`src/rtl/alu_pkg.sv`:
```
// Shared ALU function codes and execute-stage state type for the LEGv8 core.
package alu_pkg;

    localparam logic [3:0] ALU_AND   = 4'b0000;
    localparam logic [3:0] ALU_OR    = 4'b0001;
    localparam logic [3:0] ALU_ADD   = 4'b0010;
    localparam logic [3:0] ALU_SUB   = 4'b0110;
    localparam logic [3:0] ALU_PASSB = 4'b0111;
    localparam logic [3:0] ALU_NOR   = 4'b1100;

    // Multiplier sequencing: IDLE accepts a start, BUSY runs one shift-add step per edge.
    typedef enum logic [0:0] {
        IDLE = 1'b0,
        BUSY = 1'b1
    } ex_state_t;

endpackage

```
`src/rtl/adder.sv`:
```
// N-bit wrapping adder cell.
module adder #(
    parameter int N = 64
) (
    input  logic [N-1:0] a,
    input  logic [N-1:0] b,
    output logic [N-1:0] y
);

    assign y = a + b;

endmodule

```
`src/rtl/alu.sv`:
```
// Combinational ALU; unsupported function codes return 0.
module alu
    import alu_pkg::*;
#(
    parameter int N = 64
) (
    input  logic [3:0]   ctrl,
    input  logic [N-1:0] a,
    input  logic [N-1:0] b,
    output logic [N-1:0] y
);

    // Function select; all arithmetic wraps mod 2^N.
    always_comb begin
        y = '0;
        case (ctrl)
            ALU_AND:   y = a & b;
            ALU_OR:    y = a | b;
            ALU_ADD:   y = a + b;
            ALU_SUB:   y = a - b;
            ALU_PASSB: y = b;
            ALU_NOR:   y = ~(a | b);
            default:   y = '0;
        endcase
    end

endmodule

```
`src/rtl/execute_pipe_mul_iter.sv`:
```
// Iterative shift-add multiplier: one partial product per edge, N edges per op.
// The product is presented combinationally on the final step so the caller
// can register it at the same edge that the step completes.
module mul_iter
    import alu_pkg::*;
#(
    parameter int N = 64
) (
    input  logic         clk,
    input  logic         reset,
    input  logic         clear,
    input  logic         start,
    input  logic [N-1:0] a,
    input  logic [N-1:0] b,
    output logic         busy,
    output logic         done,
    output logic [N-1:0] product
);

    localparam int CW = $clog2(N + 1);

    ex_state_t     state;
    logic [N-1:0]  acc;
    logic [N-1:0]  a_r;
    logic [N-1:0]  b_r;
    logic [CW-1:0] cnt;
    logic [N-1:0]  acc_next;

    assign acc_next = acc + (b_r[0] ? a_r : '0);
    assign busy     = (state == BUSY);
    assign done     = busy && (cnt == CW'(1));
    assign product  = acc_next;

    // Sequencer: load on start, then shift-add until the counter reaches its last step.
    always_ff @(posedge clk or posedge reset) begin
        if (reset) begin
            state <= IDLE;
            acc   <= '0;
            a_r   <= '0;
            b_r   <= '0;
            cnt   <= '0;
        end else if (clear) begin
            state <= IDLE;
            cnt   <= '0;
        end else if (state == IDLE) begin
            if (start) begin
                acc   <= '0;
                a_r   <= a;
                b_r   <= b;
                cnt   <= CW'(N);
                state <= BUSY;
            end
        end else begin
            acc <= acc_next;
            a_r <= a_r << 1;
            b_r <= b_r >> 1;
            cnt <= cnt - CW'(1);
            if (cnt == CW'(1)) begin
                state <= IDLE;
            end
        end
    end

endmodule

```
`src/rtl/mux2.sv`:
```
// Two-input multiplexer cell.
module mux2 #(
    parameter int N = 64
) (
    input  logic         sel,
    input  logic [N-1:0] d0,
    input  logic [N-1:0] d1,
    output logic [N-1:0] y
);

    assign y = sel ? d1 : d0;

endmodule

```
`src/rtl/execute_pipe.sv`:
```
// LEGv8 execute stage with registered EX/MEM outputs and optional iterative MUL.
// Handshake: an op transfers at a rising edge where in_valid && in_ready && !flush;
// in_ready is low only while a multiply is in progress, and upstream must hold its op.
module execute_pipe
    import alu_pkg::*;
#(
    parameter int N      = 64,
    parameter bit MUL_EN = 1'b1
) (
    input  logic         clk,
    input  logic         reset,
    input  logic         flush,
    input  logic         in_valid,
    output logic         in_ready,
    input  logic         AluSrc,
    input  logic [3:0]   AluControl,
    input  logic         MulOp,
    input  logic [N-1:0] PC_E,
    input  logic [N-1:0] signImm_E,
    input  logic [N-1:0] readData1_E,
    input  logic [N-1:0] readData2_E,
    output logic         out_valid,
    output logic [N-1:0] aluResult_M,
    output logic [N-1:0] writeData_M,
    output logic [N-1:0] PCBranch_M,
    output logic         zero_M
);

    logic [N-1:0] src_b;
    logic [N-1:0] alu_y;
    logic [N-1:0] pc_branch;
    logic         accept;
    logic         is_mul;
    logic         mul_busy;
    logic         mul_done;
    logic [N-1:0] mul_product;
    logic [N-1:0] wd_hold;
    logic [N-1:0] pcb_hold;

    mux2 #(.N(N)) u_srcb (
        .sel (AluSrc),
        .d0  (readData2_E),
        .d1  (signImm_E),
        .y   (src_b)
    );

    alu #(.N(N)) u_alu (
        .ctrl (AluControl),
        .a    (readData1_E),
        .b    (src_b),
        .y    (alu_y)
    );

    adder #(.N(N)) u_branch (
        .a (PC_E),
        .b (signImm_E << 2),
        .y (pc_branch)
    );

    assign is_mul   = MUL_EN && MulOp;
    assign in_ready = !mul_busy;
    assign accept   = in_valid && in_ready && !flush;

    generate
        if (MUL_EN) begin : g_mul
            mul_iter #(.N(N)) u_mul (
                .clk     (clk),
                .reset   (reset),
                .clear   (flush),
                .start   (accept && is_mul),
                .a       (readData1_E),
                .b       (src_b),
                .busy    (mul_busy),
                .done    (mul_done),
                .product (mul_product)
            );
        end else begin : g_nomul
            assign mul_busy    = 1'b0;
            assign mul_done    = 1'b0;
            assign mul_product = '0;
        end
    endgenerate

    // Side data of a multiply is parked here until its product is ready.
    always_ff @(posedge clk or posedge reset) begin
        if (reset) begin
            wd_hold  <= '0;
            pcb_hold <= '0;
        end else if (accept && is_mul) begin
            wd_hold  <= readData2_E;
            pcb_hold <= pc_branch;
        end
    end

    // EX/MEM register: flush wins, then MUL completion, then a fresh ALU op.
    always_ff @(posedge clk or posedge reset) begin
        if (reset) begin
            out_valid   <= 1'b0;
            aluResult_M <= '0;
            writeData_M <= '0;
            PCBranch_M  <= '0;
            zero_M      <= 1'b0;
        end else if (flush) begin
            out_valid <= 1'b0;
        end else if (mul_done) begin
            out_valid   <= 1'b1;
            aluResult_M <= mul_product;
            writeData_M <= wd_hold;
            PCBranch_M  <= pcb_hold;
            zero_M      <= (mul_product == '0);
        end else if (accept && !is_mul) begin
            out_valid   <= 1'b1;
            aluResult_M <= alu_y;
            writeData_M <= readData2_E;
            PCBranch_M  <= pc_branch;
            zero_M      <= (alu_y == '0);
        end else begin
            out_valid <= 1'b0;
        end
    end

endmodule

```
`config.mk`:
```
export PLATFORM = sky130hd
export DESIGN_NAME = execute_pipe
export DESIGN_NICKNAME = d
export VERILOG_FILES = /design/src/rtl/alu_pkg.sv /design/src/rtl/adder.sv /design/src/rtl/alu.sv /design/src/rtl/execute_pipe_mul_iter.sv /design/src/rtl/mux2.sv /design/src/rtl/execute_pipe.sv
export SDC_FILE = /design/constraint.sdc
export NUM_CORES = 2
export LEC_CHECK = 0
export CAP_MARGIN = 5
export CORE_ASPECT_RATIO = 0.7
export CORE_UTILIZATION = 50
export CTS_BUF_LIST = sky130_fd_sc_hd__clkbuf_8
export DETAILED_ROUTE_END_ITERATION = 10
export GPL_ROUTABILITY_DRIVEN = 1
export PLACE_DENSITY_LB_ADDON = 0.1
export SKIP_LAST_GASP = 1
export SLEW_MARGIN = 10
export SYNTH_ARGS = -nofsm -noshare
export SYNTH_HDL_FRONTEND = slang
export SYNTH_SLANG_ARGS = --single-unit
```
`constraint.sdc`:
```
create_clock -name clk -period 29.4 [get_ports clk]
set_input_delay 4.41 -clock clk [delete_from_list [all_inputs] [get_ports clk]]
set_output_delay 4.41 -clock clk [all_outputs]
set_load 0.005 [all_outputs]
```
After elaboration in Yosys (flattened, before gate mapping)

Cells that the tools add are included.

Flip-flop bits (word level): 522
Bits of input ports: 266
Output and inout bits: 195
Logic and storage cells: 70

Add/subtract/negate cells: 5
Equal/unequal tests: 6
Multiplexer cells: 27
Bitwise logic cells: 4
Reduce and logical (&&, ||, !) cells: 16

Operator list:

| operator                                                               | number |
|---|---|
| 64-bit 2-to-1 mux                                                      | 14 |
| 64-bit case mux with 6 select lines                                    | 1 |
| 64-bit adder                                                           | 3 |
| 64-bit logical NOT                                                     | 2 |
| 64-bit AND                                                             | 1 |
| 64-bit inverter                                                        | 1 |
| 64-bit bitwise OR                                                      | 1 |
| 64-bit subtractor                                                      | 1 |
| 7-bit 2-to-1 mux                                                       | 3 |
| 1-bit 2-to-1 mux                                                       | 9 |
| 4-bit by 3-bit equality test with 1-bit output (second input constant) | 2 |
| 7-bit by 1-bit equality test with 1-bit output (second input constant) | 1 |
| 7-bit by 1-bit subtractor with 7-bit output (second input constant)    | 1 |
| 1-bit logical AND                                                      | 5 |
| 4-bit by 1-bit equality test with 1-bit output (second input constant) | 1 |
| 4-bit by 2-bit equality test with 1-bit output (second input constant) | 1 |
| 4-bit equality test (second input constant)                            | 1 |
| 4-bit logical NOT                                                      | 1 |
| 2-bit AND reduction                                                    | 2 |
| 2-bit nonzero test                                                     | 2 |
| 1-bit logical NOT                                                      | 3 |
| 3-bit nonzero test                                                     | 1 |
| 1-bit inverter                                                         | 1 |

Logic depth before layout (Yosys ltp)

Depth after elaboration: 7
Depth in mapped cells: 33
Gate-level depth less buffers: 30

Hierarchy

From an unflattened synthesis, not the netlist that was laid out.

Cell total of the unflattened synthesis: 4435
Area total of the unflattened synthesis: 39659.3 um^2

By module, submodules not included:

| module       | instances | cells each | area each (um^2) | sequential area each (um^2) |
|---|---|---|---|---|
| execute_pipe | 1         | 1159       | 13852.0          | 8057.7 |
| mul_iter     | 1         | 1452       | 13047.5          | 5004.8 |
| alu          | 1         | 1174       | 7780.0           | 0.0 |
| adder        | 1         | 579        | 3902.5           | 0.0 |
| mux2         | 1         | 71         | 1077.3           | 0.0 |

Worst setup path before layout

Ideal clock, no wire load.

Path kind: input -> register
From: input AluSrc
To: register zero_M
Library setup time: 0.087 ns
Arrival: 10.026 ns
Data required time: 29.313 ns
Setup slack: 19.287 ns
Stages on the path: 32
Path buffers: 2
Cells stage by stage: buf_6 -> buf_6 -> mux2_4 -> inv_1 -> ha_1 -> o21ai_0 -> or2_1 -> nor3_1 -> nor3b_2 -> and2_1 -> nand2_1 -> nor2_2 -> nand3_1 -> or3_1 -> o31ai_2 -> nand2_1 -> xnor2_1 -> ha_1 -> a21o_1 -> a21oi_1 -> o21a_1 -> o21ai_0 -> a21oi_1 -> nand4_1 -> or3_1 -> a31oi_1 -> xnor2_1 -> o21ai_1 -> a2111oi_0 -> and3_1 -> nand4_1 -> o211ai_1

Longest elaborated chain between the ends: 7
Elaborated cells between the ends (all ways): 10
Those cells by class: 2 x add/sub; 4 x mux; 3 x bitwise; 1 x reduce/logical

Ends and longest elaborated chain:

| element                                                   | line                | source |
|---|---|---|
| from (decl)                                               | execute_pipe.sv:15  | `input logic AluSrc,` |
| 64-bit 2-to-1 mux (*)                                     | mux2.sv:11          | `assign y = sel ? d1 : d0;` |
| branches (longest 2 deep; another with 64-bit subtractor) | --                  |  |
| 64-bit case mux with 6 select lines (*)                   | alu.sv:16           | `case (ctrl)` |
| 64-bit logical NOT (*)                                    | execute_pipe.sv:116 | `zero_M <= (alu_y == '0);` |
| 1-bit 2-to-1 mux (*)                                      | execute_pipe.sv:111 | `end else if (accept && !is_mul) begin` |
| 1-bit 2-to-1 mux (*)                                      | execute_pipe.sv:105 | `end else if (mul_done) begin` |
| to (signal assigned)                                      | execute_pipe.sv:110 | `zero_M <= (mul_product == '0);` |
| to (signal assigned)                                      | execute_pipe.sv:116 |  |
| to (decl)                                                 | execute_pipe.sv:26  | `output logic zero_M` |

Mark *: on every way between the ends. The select of a mux whose other input is x is not followed.
A chain may end at the register's enable or synchronous reset.

Final worst setup path

Same ends and word-level chain as after synthesis.

==> metrics.txt <==
startpoint type of the worst setup path primary input; Sw Pwr approximately 1.2 mW; Post-Synthesis Cell Area a little under 40,000 um^2; type of the worst setup path primary input to flop; start point of the critical path AluSrc; cell mode on critical path sky130_fd_sc_hd__nand4_1; number of endpoints failing setup at the final stage 0; total clock buffers created by CTS 87; Die W around 330 um; total half-perimeter wirelength after legalization and detailed placement 102,000 um; die outline height between 200 and 250 um; total number of placement rows 84; standard cell core area between 70,000 and 80,000 um^2; initial cell density of the core between 50% and 60%; status complete, no violations; Port Buffers between 400 and 500; post-synthesis cell type count around 110; count of hold buffers inserted by post-cts repair 0; clock root buffer sky130_fd_sc_hd__clkbuf_8; clock transition at the registers of the reported paths roughly 0.060 ns; predominant post-synthesis flop cell sky130_fd_sc_hd__dfrtp_1; slew at the pin closest to its max-slew limit 1.21 ns; I/O pin cnt approximately 460; pin count of the biggest net entering global routing 147; top library cells by usage in the layout, fill and taps aside 881 x sky130_fd_sc_hd__nand2_1, 521 x sky130_fd_sc_hd__dfrtp_1, 457 x sky130_fd_sc_hd__clkdlybuf4s50_1, 433 x sky130_fd_sc_hd__a21oi_1, 421 x sky130_fd_sc_hd__o21ai_0; total wirelength of the detailed-routed design 136,000 um; total negative setup slack 0 ns; number of warnings issued by yosys 0; VDD IR max ~61 uV; final standard cell area without fillers around 45,000 um^2; Placed Instances ~6,000; average routed wire per standard cell roughly 22 um; net switching share of the total power between 30% and 40%; Area growth syn-to-layout 18.3%; non-filler cells in the finished layout 6,159; r2r endpoint zero_M; Syn Nets 5,261; dpl cell area roughly 43,000 um^2; DR vias between 30,000 and 40,000; Post-Synthesis Cells 4,800; minimum period implied by the final worst setup slack around 11 ns; DRT antenna net count 0; crit path buf inv count 1; nets@finish 5,556; placer congestion estimate around 1; critical-path cell with the highest stage delay sky130_fd_sc_hd__mux2i_2; largest fanout on the critical path 45; Tot Pwr between 3 and 4 mW; router iterations before antenna repair 5; Async S/R FF share, synth 100%; number of sinks on the clock net 522; max_cap viols 0; Cell Pwr Density roughly 67 nW/um^2; Worst Setup End Kind flop; Remaining DRCs 0; Vias per Instance approximately 6.0; Register-to-Register Setup Slack about 23 ns; H-tree Lvls 3; wire length of the first global-routing pass 206,000 um; area taken by flip-flops and latches between 10,000 and 15,000 um^2; setup repair bufs after CTS 0; static leakage about 20 nW; number of global-route vias before repair 34,200; share of final-layout standard cells stronger than drive strength 1 6.02%; flop and latch count out of synthesis 522; Synth Area per Inst roughly 8.0 um^2; WHS Path Cells 2; GRT Util Overall between 30% and 40%; number of antenna violations at the first check in global routing 6; worst r2r src g_mul.u_mul.b_r[0]; fillers between 6,000 and 7,000; data arrival time of the critical path 11.99 ns; worst max-slew margin expressed relative to the limit 19.2%; final clock period utilization by the worst path just under 40%; number of flops mapped to enable cells by yosys 0; final clock skew 0.0511 ns; global route total overflow 0; Final Hold Fails 0; Worst path max stage delay ~0.65 ns; Max clock buf depth 3; clock power share 24.0%; family with the most delay on the worst path simple AND/OR/NAND/NOR gates; required time of the critical path 30.02 ns; sequential group share of total power about 34%; Detailed Route Iter0 Violations approximately 3,200; end point of the worst hold path aluResult_M[7]; RSZ-0062 raised after global routing false; post-CTS sizing 0; full die area 78,000 um^2; share of the yosys chip area belonging to registers roughly a third; max-slew violation count 0; clock latency of the later-clocked register in the worst-skew pair around 0.74 ns; depth of the worst register-to-register path 18; most common cell after layout, fill and taps aside sky130_fd_sc_hd__nand2_1; Multi-input gate area approximately 24,000 um^2; Layout Utilization 60.1%; TritonCTS clock tree done; internal power approximately 1.9 mW; count of cell instances traversed by the critical path 26; Worst Hold Launch aluResult_M[7]; classification of the worst-slack hold path flop to flop; Max Fclk roughly 90 MHz; combinational power share between 40% and 50%
worst reg2reg max path, stage by stage (launching register included):
cell and delay [ns]:
sky130_fd_sc_hd__dfrtp_1 0.36, sky130_fd_sc_hd__buf_4 0.25, sky130_fd_sc_hd__and2_1 0.29, sky130_fd_sc_hd__ha_1 0.22
sky130_fd_sc_hd__fa_1 0.46, sky130_fd_sc_hd__a211oi_1 0.31, sky130_fd_sc_hd__o21bai_1 0.12, sky130_fd_sc_hd__a21oi_1 0.18
sky130_fd_sc_hd__xor2_1 0.35, sky130_fd_sc_hd__nor3b_1 0.88, sky130_fd_sc_hd__o2111ai_1 0.59, sky130_fd_sc_hd__nor4_1 0.40
sky130_fd_sc_hd__and4_1 0.39, sky130_fd_sc_hd__nand4_1 0.16, sky130_fd_sc_hd__nor4b_1 0.67, sky130_fd_sc_hd__nand4b_1 0.25
sky130_fd_sc_hd__nor4bb_1 0.36, sky130_fd_sc_hd__nand4_1 0.13, sky130_fd_sc_hd__o211ai_1 0.19
synthesized netlist by cell type, drive strengths merged, types with 8 or more instances:
library cell | count | area share, %
nand2 | 882 | 8.6
dfrtp | 522 | 34
a21oi | 434 | 5.7
o21ai | 433 | 5.7
nor2 | 380 | 3.7
clkbuf | 236 | 2.3
ha | 192 | 6.3
mux2i | 143 | 3.7
xnor2 | 126 | 2.9
nand3 | 125 | 1.6
nor3 | 114 | 1.5
a31oi | 108 | 1.8
a21o | 103 | 2.0
xor2 | 99 | 2.3
and2 | 84 | 1.4
inv | 77 | 0.75
mux2 | 67 | 2.0
maj3 | 61 | 1.6
buf | 59 | 0.77
nand4 | 51 | 0.88
a211oi | 37 | 0.74
o21bai | 32 | 0.63
o211ai | 31 | 0.61
o31ai | 31 | 0.77
or3 | 31 | 0.52
nand2b | 25 | 0.41
o21a | 25 | 0.49
nor4 | 23 | 0.49
and3 | 22 | 0.36
o22ai | 21 | 0.34
a221oi | 18 | 0.44
nor2b | 17 | 0.28
and4 | 15 | 0.34
a2111oi | 12 | 0.39
or4 | 12 | 0.23
nor3b | 11 | 0.24
o221ai | 11 | 0.27
a21boi | 10 | 0.20
o41ai | 9 | 0.22
nand3b | 8 | 0.16
power by group through the flow:
stage          Combinational (mW)  Sequential, mW  Clock, mW
2_1_floorplan               0.803            1.03          0
5_1_grt                      1.41            1.07      0.774
6_report                     1.28            1.04      0.735
3_3_place_gp                 1.25            1.05          0
3_5_place_dp                 1.26            1.05          0
4_1_cts                      1.27            1.04      0.745
state kept, by name, summed over array words and instances (netlist names):
register          count
out_valid             1
g_mul.u_mul.cnt       7
writeData_M          64
g_mul.u_mul.busy      1
g_mul.u_mul.b_r      64
g_mul.u_mul.acc      64
PCBranch_M           64
pcb_hold             64
zero_M                1
aluResult_M          64
g_mul.u_mul.a_r      64
wd_hold              64
stage by stage:
| step | worst slack (ns) | hold WS, ns |
|---|---|---|
| floorplan | 10.41 | 0.438 |
| global placement | 17.64 | 0.451 |
| detailed placement | 17.57 | 0.455 |
| CTS | 18.29 | 0.468 |
| global route | 17.48 | 0.483 |
| finish | 18.03 | 0.463 |
worst max path at each step:
stage	end	slack, ns
after floorplan	PCBranch_M[0]	10.41
after global placement	zero_M	17.64
after detailed placement	zero_M	17.57
after CTS	zero_M	18.29
after global routing	zero_M	17.48
final	zero_M	18.03
final cells by class:
type | instances | share of cell area, %
diodes | 7 | 0.0385
clock buffers | 113 | 3.42
clock inverters | 44 | 0.881
inverters | 77 | 0.666
multi-input cells | 3906 | 52.7
flip-flops and latches | 522 | 28.7
well taps | 989 | 2.72
repair buffers | 501 | 10.8
kinds of logic (layout without fill, tap and decap cells):
kind of cell,after synthesis,count (layout),synth area share [%]
other cells,0,7,0
xor+xnor,225,225,5.13
compound gates,1393,1393,22.1
simple gates,1822,1822,21.2
flops,522,522,34.0
mux,210,210,5.73
buf+inv,372,735,3.83
fa+ha+maj,256,256,8.01
layer usage:
layer	GRT usage [%]	routed length, um
met1	46.0	59500
met2	55.9	63200
met3	4.77	8500
met4	12.5	4780
met5	0	0
Power figures use the tool's default switching activity.
